===== config.mk =====
export PLATFORM = sky130hd
export DESIGN_NAME = pipe_stage_skid
export DESIGN_NICKNAME = d
export VERILOG_FILES = /design/src/rtl/pipe_stage_skid.sv
export SDC_FILE = /design/constraint.sdc
export NUM_CORES = 1
export LEC_CHECK = 0
export BUFFER_PORTS_ARGS = -buffer_cell sky130_fd_sc_hd__buf_2
export CAP_MARGIN = 20
export CORE_MARGIN = 8
export CORE_UTILIZATION = 53
export DETAILED_ROUTE_END_ITERATION = 16
export PLACE_DENSITY_LB_ADDON = 0.15
export SLEW_MARGIN = 15
export SYNTH_ARGS = -nofsm -noshare
export SYNTH_HDL_FRONTEND = slang
export SYNTH_SLANG_ARGS = --single-unit

===== constraint.sdc =====
create_clock -name clk -period 2.4 [get_ports clk]
set_input_delay 0.6 -clock clk [delete_from_list [all_inputs] [get_ports clk]]
set_output_delay 0.6 -clock clk [all_outputs]
set_load 0.01 [all_outputs]

===== src/rtl/pipe_stage_skid.sv =====
// Pipeline stage register with a two-entry skid buffer; one-cycle latency, full throughput.
// in_ready comes from local occupancy only, so back-pressure never forms a combinational path.
module pipe_stage_skid #(
   parameter int unsigned       DATA_W     = 32,
   parameter logic [DATA_W-1:0] BUBBLE_VAL = DATA_W'(32'h0000_4000),
   parameter int unsigned       CNT_W      = 16
) (
   input  logic              clk,
   input  logic              rst,
   input  logic              hlt,
   input  logic              flush,
   input  logic              in_valid,
   output logic              in_ready,
   input  logic [DATA_W-1:0] in_data,
   output logic              out_valid,
   input  logic              out_ready,
   output logic [DATA_W-1:0] out_data,
   output logic [1:0]        occ,
   output logic [CNT_W-1:0]  bp_cnt
);

   localparam logic [1:0]       OCC_EMPTY = 2'd0;
   localparam logic [1:0]       OCC_ONE   = 2'd1;
   localparam logic [1:0]       OCC_FULL  = 2'd2;
   localparam logic [CNT_W-1:0] BP_MAX    = '1;

   logic [1:0]        occ_q, occ_d;
   logic [DATA_W-1:0] main_q, main_d;
   logic [DATA_W-1:0] skid_q, skid_d;
   logic [CNT_W-1:0]  bp_cnt_q, bp_cnt_d;

   logic main_vld;
   logic push;
   logic pop;
   logic bp_inc;

   assign main_vld  = (occ_q != OCC_EMPTY);
   assign in_ready  = ~rst & ~flush & ~hlt & (occ_q != OCC_FULL);
   assign out_valid = ~rst & ~flush & ~hlt & main_vld;
   assign push      = in_valid & in_ready;
   assign pop       = out_valid & out_ready;
   assign bp_inc    = main_vld & ~hlt & ~flush & ~out_ready;

   assign out_data = main_q;
   assign occ      = occ_q;
   assign bp_cnt   = bp_cnt_q;

   always_comb begin
      occ_d    = occ_q;
      main_d   = main_q;
      skid_d   = skid_q;
      bp_cnt_d = bp_cnt_q;

      if (bp_inc && (bp_cnt_q != BP_MAX)) begin
         bp_cnt_d = bp_cnt_q + CNT_W'(1);
      end

      // Empty main always carries the bubble so out_data needs no output mux.
      if (flush) begin
         occ_d  = OCC_EMPTY;
         main_d = BUBBLE_VAL;
      end else begin
         case (occ_q)
            OCC_EMPTY: begin
               if (push) begin
                  occ_d  = OCC_ONE;
                  main_d = in_data;
               end
            end
            OCC_ONE: begin
               if (push && pop) begin
                  main_d = in_data;
               end else if (push) begin
                  occ_d  = OCC_FULL;
                  skid_d = in_data;
               end else if (pop) begin
                  occ_d  = OCC_EMPTY;
                  main_d = BUBBLE_VAL;
               end
            end
            OCC_FULL: begin
               if (pop) begin
                  occ_d  = OCC_ONE;
                  main_d = skid_q;
               end
            end
            default: begin
               occ_d  = OCC_EMPTY;
               main_d = BUBBLE_VAL;
            end
         endcase
      end
   end

   always_ff @(posedge clk) begin
      if (rst) begin
         occ_q    <= OCC_EMPTY;
         main_q   <= BUBBLE_VAL;
         skid_q   <= BUBBLE_VAL;
         bp_cnt_q <= '0;
      end else begin
         occ_q    <= occ_d;
         main_q   <= main_d;
         skid_q   <= skid_d;
         bp_cnt_q <= bp_cnt_d;
      end
   end

endmodule


After elaboration in Yosys (flattened, before gate mapping)
Index checks and enable logic that the tools add are counted.

operators by class
  multiplexer cells = 12
  equality and inequality tests = 10
  reductions and logical operators = 8
  $add $sub $neg = 1
  bitwise logic cells = 14

operator list
  kind                     count
  $mux W32                 5
  $pmux W32 S3             1
  $add A16 B1 Y16 const B  1
  $ne A16 B16 Y1 const B   1
  $reduce_and A4 Y1        3
  $mux W2                  5
  $and A1 B1 Y1            9
  $ne A3 B3 Y1 const B     3
  $ne A2 B2 Y1 const B     4
  $pmux W2 S3              1
  $not A1 Y1               5
  $eq A2 B1 Y1 const B     1
  $eq A2 B2 Y1 const B     1
  $logic_and A1 B1 Y1      2
  $logic_not A2 Y1         1
  $reduce_bool A2 Y1       1
  $reduce_or A2 Y1         1

storage, ports and cells
  logic and storage cells = 49
  bits of input ports = 38
  flip-flop bits (word level) = 82

Longest topological paths before layout
Gate-level depths: netlist of run 1.

  word-level depth = 9
  depth in mapped cells = 7
  gate-level depth less buffers = 5

Least setup slack after synthesis of run 1
Ideal clock, no wire load.

  path kind = input -> register
  start = input flush
  end = register skid_q[0]
  data arrival time = 1852 ps
  path buffers = 3
  stages = 7
  library setup time = 132 ps
  setup slack = 416 ps
  cell sequence = or3_1 > clkbuf_1 > or3_1 > buf_2 > buf_2 > nand2_1 > a21oi_1

between the ends
  longest elaborated chain between the ends = 8
  elaborated cells on any way between the ends = 10
  classes of those cells = bitwise: 8; reduce/logical: 2

ends and longest elaborated chain
  item                              line    source
  start: declaration                11      input logic flush,
  $not A1 Y1 (no line) *            -
  $and A1 B1 Y1 (2 in series)       38, 39
  $and A1 B1 Y1 (on tied branches)  38, 39
  $and A1 B1 Y1 (on tied branches)  40, 41
  $logic_and A1 B1 Y1               71      if (push && pop) begin
  $not A1 Y1 (no line)              -
  $reduce_and A4 Y1 (no line) *     -
  end signal: assignment            104     skid_q <= skid_d;
  end: declaration                  29      logic [DATA_W-1:0] skid_q, skid_d;

Every way passes the cells marked *; elsewhere a longest branch is shown, timed or not.
A chain may end at the register's enable or synchronous reset.

Worst setup path in the final report of run 1
  start = input flush
  end = output out_valid

between the ends
  longest elaborated chain between the ends = 4

ends and longest elaborated chain
  item                         line  source
  $not A1 Y1 (no line)         -
  $and A1 B1 Y1 (3 in series)  39    assign out_valid = ~rst & ~flush & ~hlt & main_vld;
  end: declaration             15    output logic out_valid,

Every way passes these cells.

==> impl_metrics.toml, run 1 <==
[route]
vias = 3503
dr.pass1.iters = 4
drc_errors = 0
drt-vias-per-instance = 5.77
ant_nets = 0
wl_per_cell_um = 15.9
drt_iter0_markers = 163
finalWirelength_um = 9630

[critical_path]
crit_path_max_incr_delay_ns = 0.51
crit_path_top_delay_cell = "or3_1"
crit_arrival_ns = 1.56
reg2reg_depth = 4
worst_path_most_repeated_cell = "buf_2"
cp.required_ns = 1.80
r2r_setup_slack_ns = 0.54
worstSetupStartpointType = "primary input"
crit_chain = "buf_2, or3_1, nor2_1, buf_2"
crit_path_end_kind = "output pin"
crit_fanout = 7
criticalPathCategory = "in2out"

[yosys]
synth-edff-count = 0
synth_nets = 462
ys_types = 39
netlist_area_mm2 = 0.00379
ys.flop_type = "dfxtp_1"
syn_inst = 423
ys_ff_latch = 82
avgSynthCellArea_um2 = 8.95
yosysWarnings = 0
async_reset_ff_share_pct = 0
seq_area_frac_synth_pct = 43.3

[timing]
timing.fmax_mhz = 464
worst_pin_slew_ns = 0.565
post-route-period-util_pct = 89.8
rsz0062_at_grt = "false"
setup_violations = 0
whs_ns = 0.459
setup_tns_ns = 0
finClkSkew_ns = 0.0118
period_needed_ns = 2.16
drv_slew = 0
max_slew_margin_pct = 62.1
finalHoldViolations = 0

[cts]
cts.sinks = 82
cts_setup_buffers = 0
clockBufferDepth = 2
cts-htree-levels = 3
cts_tree = "done"
clk_latency_ns = 0.36
cts_root_buf = "clkbuf_8"
cts_resized = 0
path_clk_slew_ns = 0.08
cts_buffers = 9
cts_hold_buf = 0

[grt]
grt_pass1_vias = 3396
antenna_found_initial = 0
grt_pass1_wl_um = 15900
gr-total-overflow = 0
grt_usage_pct = 19.3
grt_max_degree = 33

[placement]
dpl.hpwl_um = 6700
io_buffer_count = 89
gp_congestion = 0.806

[layout]
antenna_cells = 0
final_common_cell = "buf_2"
final_cell_mix = "buf_2, dfxtp_1, nand2_1, a21oi_1, mux2i_1"
nFillCells = 653
area_growth_pct = 20.4
drive_gt1_share_pct = 25.6
nets = 542

[die]
rows = 31
io_pins = 90
core-area_mm2 = 0.00710
die-area_mm2 = 0.0101
die_w_um = 101
initial_core_util_pct = 53.4
die_y_um = 101

[min_path]
hold_path.class = "reg2reg"
hold_depth = 2

[power_and_ir_drop]
leakage_nw = 1.72
powerDensity_mw_per_mm2 = 562
vdd_drop_max_mv = 0.370

[status]
status = "finished clean"

[run]
maxCapViolCount = 0
## per-stage QoR
| stage | cells | util (%) | worst slack, ns | cell area [µm²] | total power [mW] |
|---|---|---|---|---|---|
| floorplan | 423 | - | 0.416 | 3790 | 1.51 |
| global placement | 591 | 61.5 | 0.133 | 4370 | 1.60 |
| detailed placement | 591 | 61.5 | 0.119 | 4370 | 1.61 |
| CTS | 607 | 64.3 | 0.240 | 4560 | 2.59 |
| global route | 607 | 64.3 | 0.183 | 4560 | 2.66 |
| finish | 607 | 64.3 | 0.244 | 4560 | 2.57 |
## layout make-up
cell class                 count  area [µm²]  area share [%]
clock buffer                  11         151            3.32
clock inverter                 5        45.0           0.987
inverter                       5        18.8           0.411
multi-input combinational    300        1990            43.6
sequential                    82        1640            36.0
tap                           99         124            2.72
timing repair buffer         105         591            12.9
## worst max-delay path: cells and delay by family
family	cells	cell delay (ns)
and+or+nand+nor	2	0.66
buffers and inverters	2	0.29
## synth_stat cells (all sizes together) (9+ instances only)
| library cell | count | area share [%] |
|---|---|---|
| or4 | 9 | 1.8 |
| o2bb2ai | 31 | 7.2 |
| clkbuf | 16 | 1.6 |
| nand2 | 67 | 6.6 |
| nor2 | 10 | 0.99 |
| nor3 | 9 | 1.3 |
| dfxtp | 82 | 43 |
| buf | 20 | 2.7 |
| a22o | 32 | 7.4 |
| o31ai | 9 | 1.8 |
| a21oi | 47 | 6.2 |
| mux2i | 34 | 9.0 |
## worst paths after layout
| path | start | to |
|---|---|---|
| worst max-delay path | flush | out_valid |
| worst min-delay path | skid_q[11] | skid_q[11] |
| worst max register to register | bp_cnt[6] | bp_cnt[14] |
| worst min register to register | skid_q[11] | skid_q[11] |
## logic make-up after synthesis
group                    count (synthesis)  synth area share (%)
AND/OR/NAND/NOR                        132                  17.0
AO/OA/AOI/OAI                          129                  24.3
flip-flops                              82                  43.3
buffers and inverters                   41                  4.76
multiplexers                            38                  10.2
adder cells (fa/ha/maj)                  1                 0.330
## layer usage
metal  track usage, %  part of all wire (%)  vias up
met3             5.18                   5.4       15
li1                 -                     -     1730
met1             22.4                    45     1676
met2             32.7                    48       82
met4             8.37                   1.9        0
met5                0                     0        -
## where the power goes
group	internal, mW	total, mW	switching [mW]
logic	0.0793	0.193	0.114
registers	1.37	1.38	0.00782
clock network	0.449	0.991	0.542
total	1.90	2.57	0.664
## sequential cells by signal (all words and copies together), names as in the netlist
name and count:
out_data 32, skid_q 32, bp_cnt 16, occ 2
(Power assumes the default switching activity.)
==> inputs of run 2 (changes only) <==
- MAX_ROUTING_LAYER: not set -> met4
==> run 2 against run 1 <==
  * Critical path depth unchanged
  * Clock skew increased by 0.00079 ns
  * Maximum frequency decreased by 1.0%
  * Design area unchanged
  * Sequential power about the same
  * Largest power group unchanged
  * Highest routed layer unchanged
==> impl_metrics.toml, run 2 (synthesized netlist as in run 1, its figures left out) <==
[power_and_ir_drop]
switching_share_pct = 26.0
p_int_mw = 1.90
power_switching_mw = 0.668
powerDensity_mw_per_mm2 = 563
pwr-share-clk_pct = 38.7
leakage_nw = 1.72
p_comb_share_pct = 7.5
p_seq_share_pct = 53.8
vdd_drop_max_mv = 0.370
total_power_mw = 2.57

[grt]
grt_usage_pct = 19.8
antenna_found_initial = 0
grt_pass1_wl_um = 15900
grt_pass1_vias = 3398
gr-total-overflow = 0
grt_max_degree = 33

[critical_path]
r2r_setup_slack_ns = 0.53
crit_path_top_delay_cell = "or3_1"
r2r-start = "bp_cnt[7]"
worstSetupStartpointType = "primary input"
crit_end = "out_valid"
reg2reg_to = "bp_cnt[14]"
crit_path_max_incr_delay_ns = 0.51
criticalPathCategory = "in2out"
worst_path_most_repeated_cell = "buf_2"
reg2reg_depth = 4
crit_path_end_kind = "output pin"
crit_fanout = 7
crit_chain = "buf_2, or3_1, nor2_1, buf_2"
startpoint = "flush"
cp.required_ns = 1.80
crit_arrival_ns = 1.58

[route]
finalWirelength_um = 9630
drt_iter0_markers = 185
drt-vias-per-instance = 5.73
ant_nets = 0
wl_per_cell_um = 15.9
drc_errors = 0
vias = 3476
dr.pass1.iters = 4

[layout]
design_area_mm2 = 0.00456
area_growth_pct = 20.4
final_common_cell = "buf_2"
final_cell_mix = "buf_2, dfxtp_1, nand2_1, a21oi_1, mux2i_1"
drive_gt1_share_pct = 25.6
nFillCells = 653
nets = 542
antenna_cells = 0

[timing]
timing.fmax_mhz = 459
finClkSkew_ns = 0.0126
period_needed_ns = 2.18
worst_pin_slew_ns = 0.564
setup_violations = 0
rsz0062_at_grt = "false"
finalHoldViolations = 0
max_slew_margin_pct = 62.1
drv_slew = 0
post-route-period-util_pct = 90.8
setup_tns_ns = 0

[die]
die_w_um = 101
rows = 31
die_y_um = 101
die-area_mm2 = 0.0101
io_pins = 90
core-area_mm2 = 0.00710
initial_core_util_pct = 53.4

[cts]
path_clk_slew_ns = 0.08
clockBufferDepth = 2
cts_hold_buf = 0
cts_tree = "done"
cts_root_buf = "clkbuf_8"
clk_latency_ns = 0.36
cts_buffers = 9
cts_resized = 0
cts.sinks = 82
cts_setup_buffers = 0
cts-htree-levels = 3

[placement]
io_buffer_count = 89
place_area_mm2 = 0.00437
gp_congestion = 0.817
dpl.hpwl_um = 6700

[status]
status = "finished clean"

[run]
maxCapViolCount = 0

[min_path]
hold_path.class = "reg2reg"
## run 2: per-layer routing
metal	vias to the layer above	routed length (µm)	global-route usage, %
met1	1634	4400	22.9
met2	99	4540	32.6
li1	1727	-	-
met5	-	0	-
met4	0	183	7.33
met3	16	505	5.04
## run 2: area by class of cell
| cell class | instances | area (µm²) | share of cell area (%) |
|---|---|---|---|
| Clock buffer | 11 | 151 | 3.32 |
| Inverter | 5 | 18.8 | 0.411 |
| Clock inverter | 5 | 45.0 | 0.987 |
| Sequential cell | 82 | 1640 | 36.0 |
| Tap cell | 99 | 124 | 2.72 |
| Multi-Input combinational cell | 300 | 1990 | 43.6 |
| Timing Repair Buffer | 105 | 591 | 12.9 |
## run 2: metrics by stage
step	instances	utilization [%]	worst slack, ns	hold WS (ns)
after detailed placement	591	61.5	0.119	0.448
final	607	64.3	0.222	0.458
after floorplan	423	-	0.416	0.435
after CTS	607	64.3	0.240	0.460
after global routing	607	64.3	0.183	0.479
after global placement	591	61.5	0.133	0.441
## run 2: power by group through the flow
stage          logic, mW  registers (mW)  clock network, mW
5_1_grt            0.214            1.38               1.07
4_1_cts            0.195            1.38               1.01
3_5_place_dp       0.194            1.41                  0
6_report           0.194            1.38              0.995
2_1_floorplan     0.0941            1.42                  0
3_3_place_gp       0.191            1.41                  0
## run 2: worst min path at each step
stage                     startpoint    endpoint  slack [ns]  depth (start not counted)
after floorplan           skid_q[14]  skid_q[14]        0.44                          1
after global placement    skid_q[23]  skid_q[23]        0.44                          2
after detailed placement   skid_q[8]   skid_q[8]        0.45                          2
after CTS                 skid_q[19]  skid_q[19]        0.46                          2
after global routing      skid_q[12]  skid_q[12]        0.48                          2
final                     skid_q[11]  skid_q[11]        0.46                          2
## run 2: worst max-delay path, delay by kind of cell
kind	cells	cell delay, ns
AND/OR/NAND/NOR	2	0.68
buffers and inverters	2	0.30
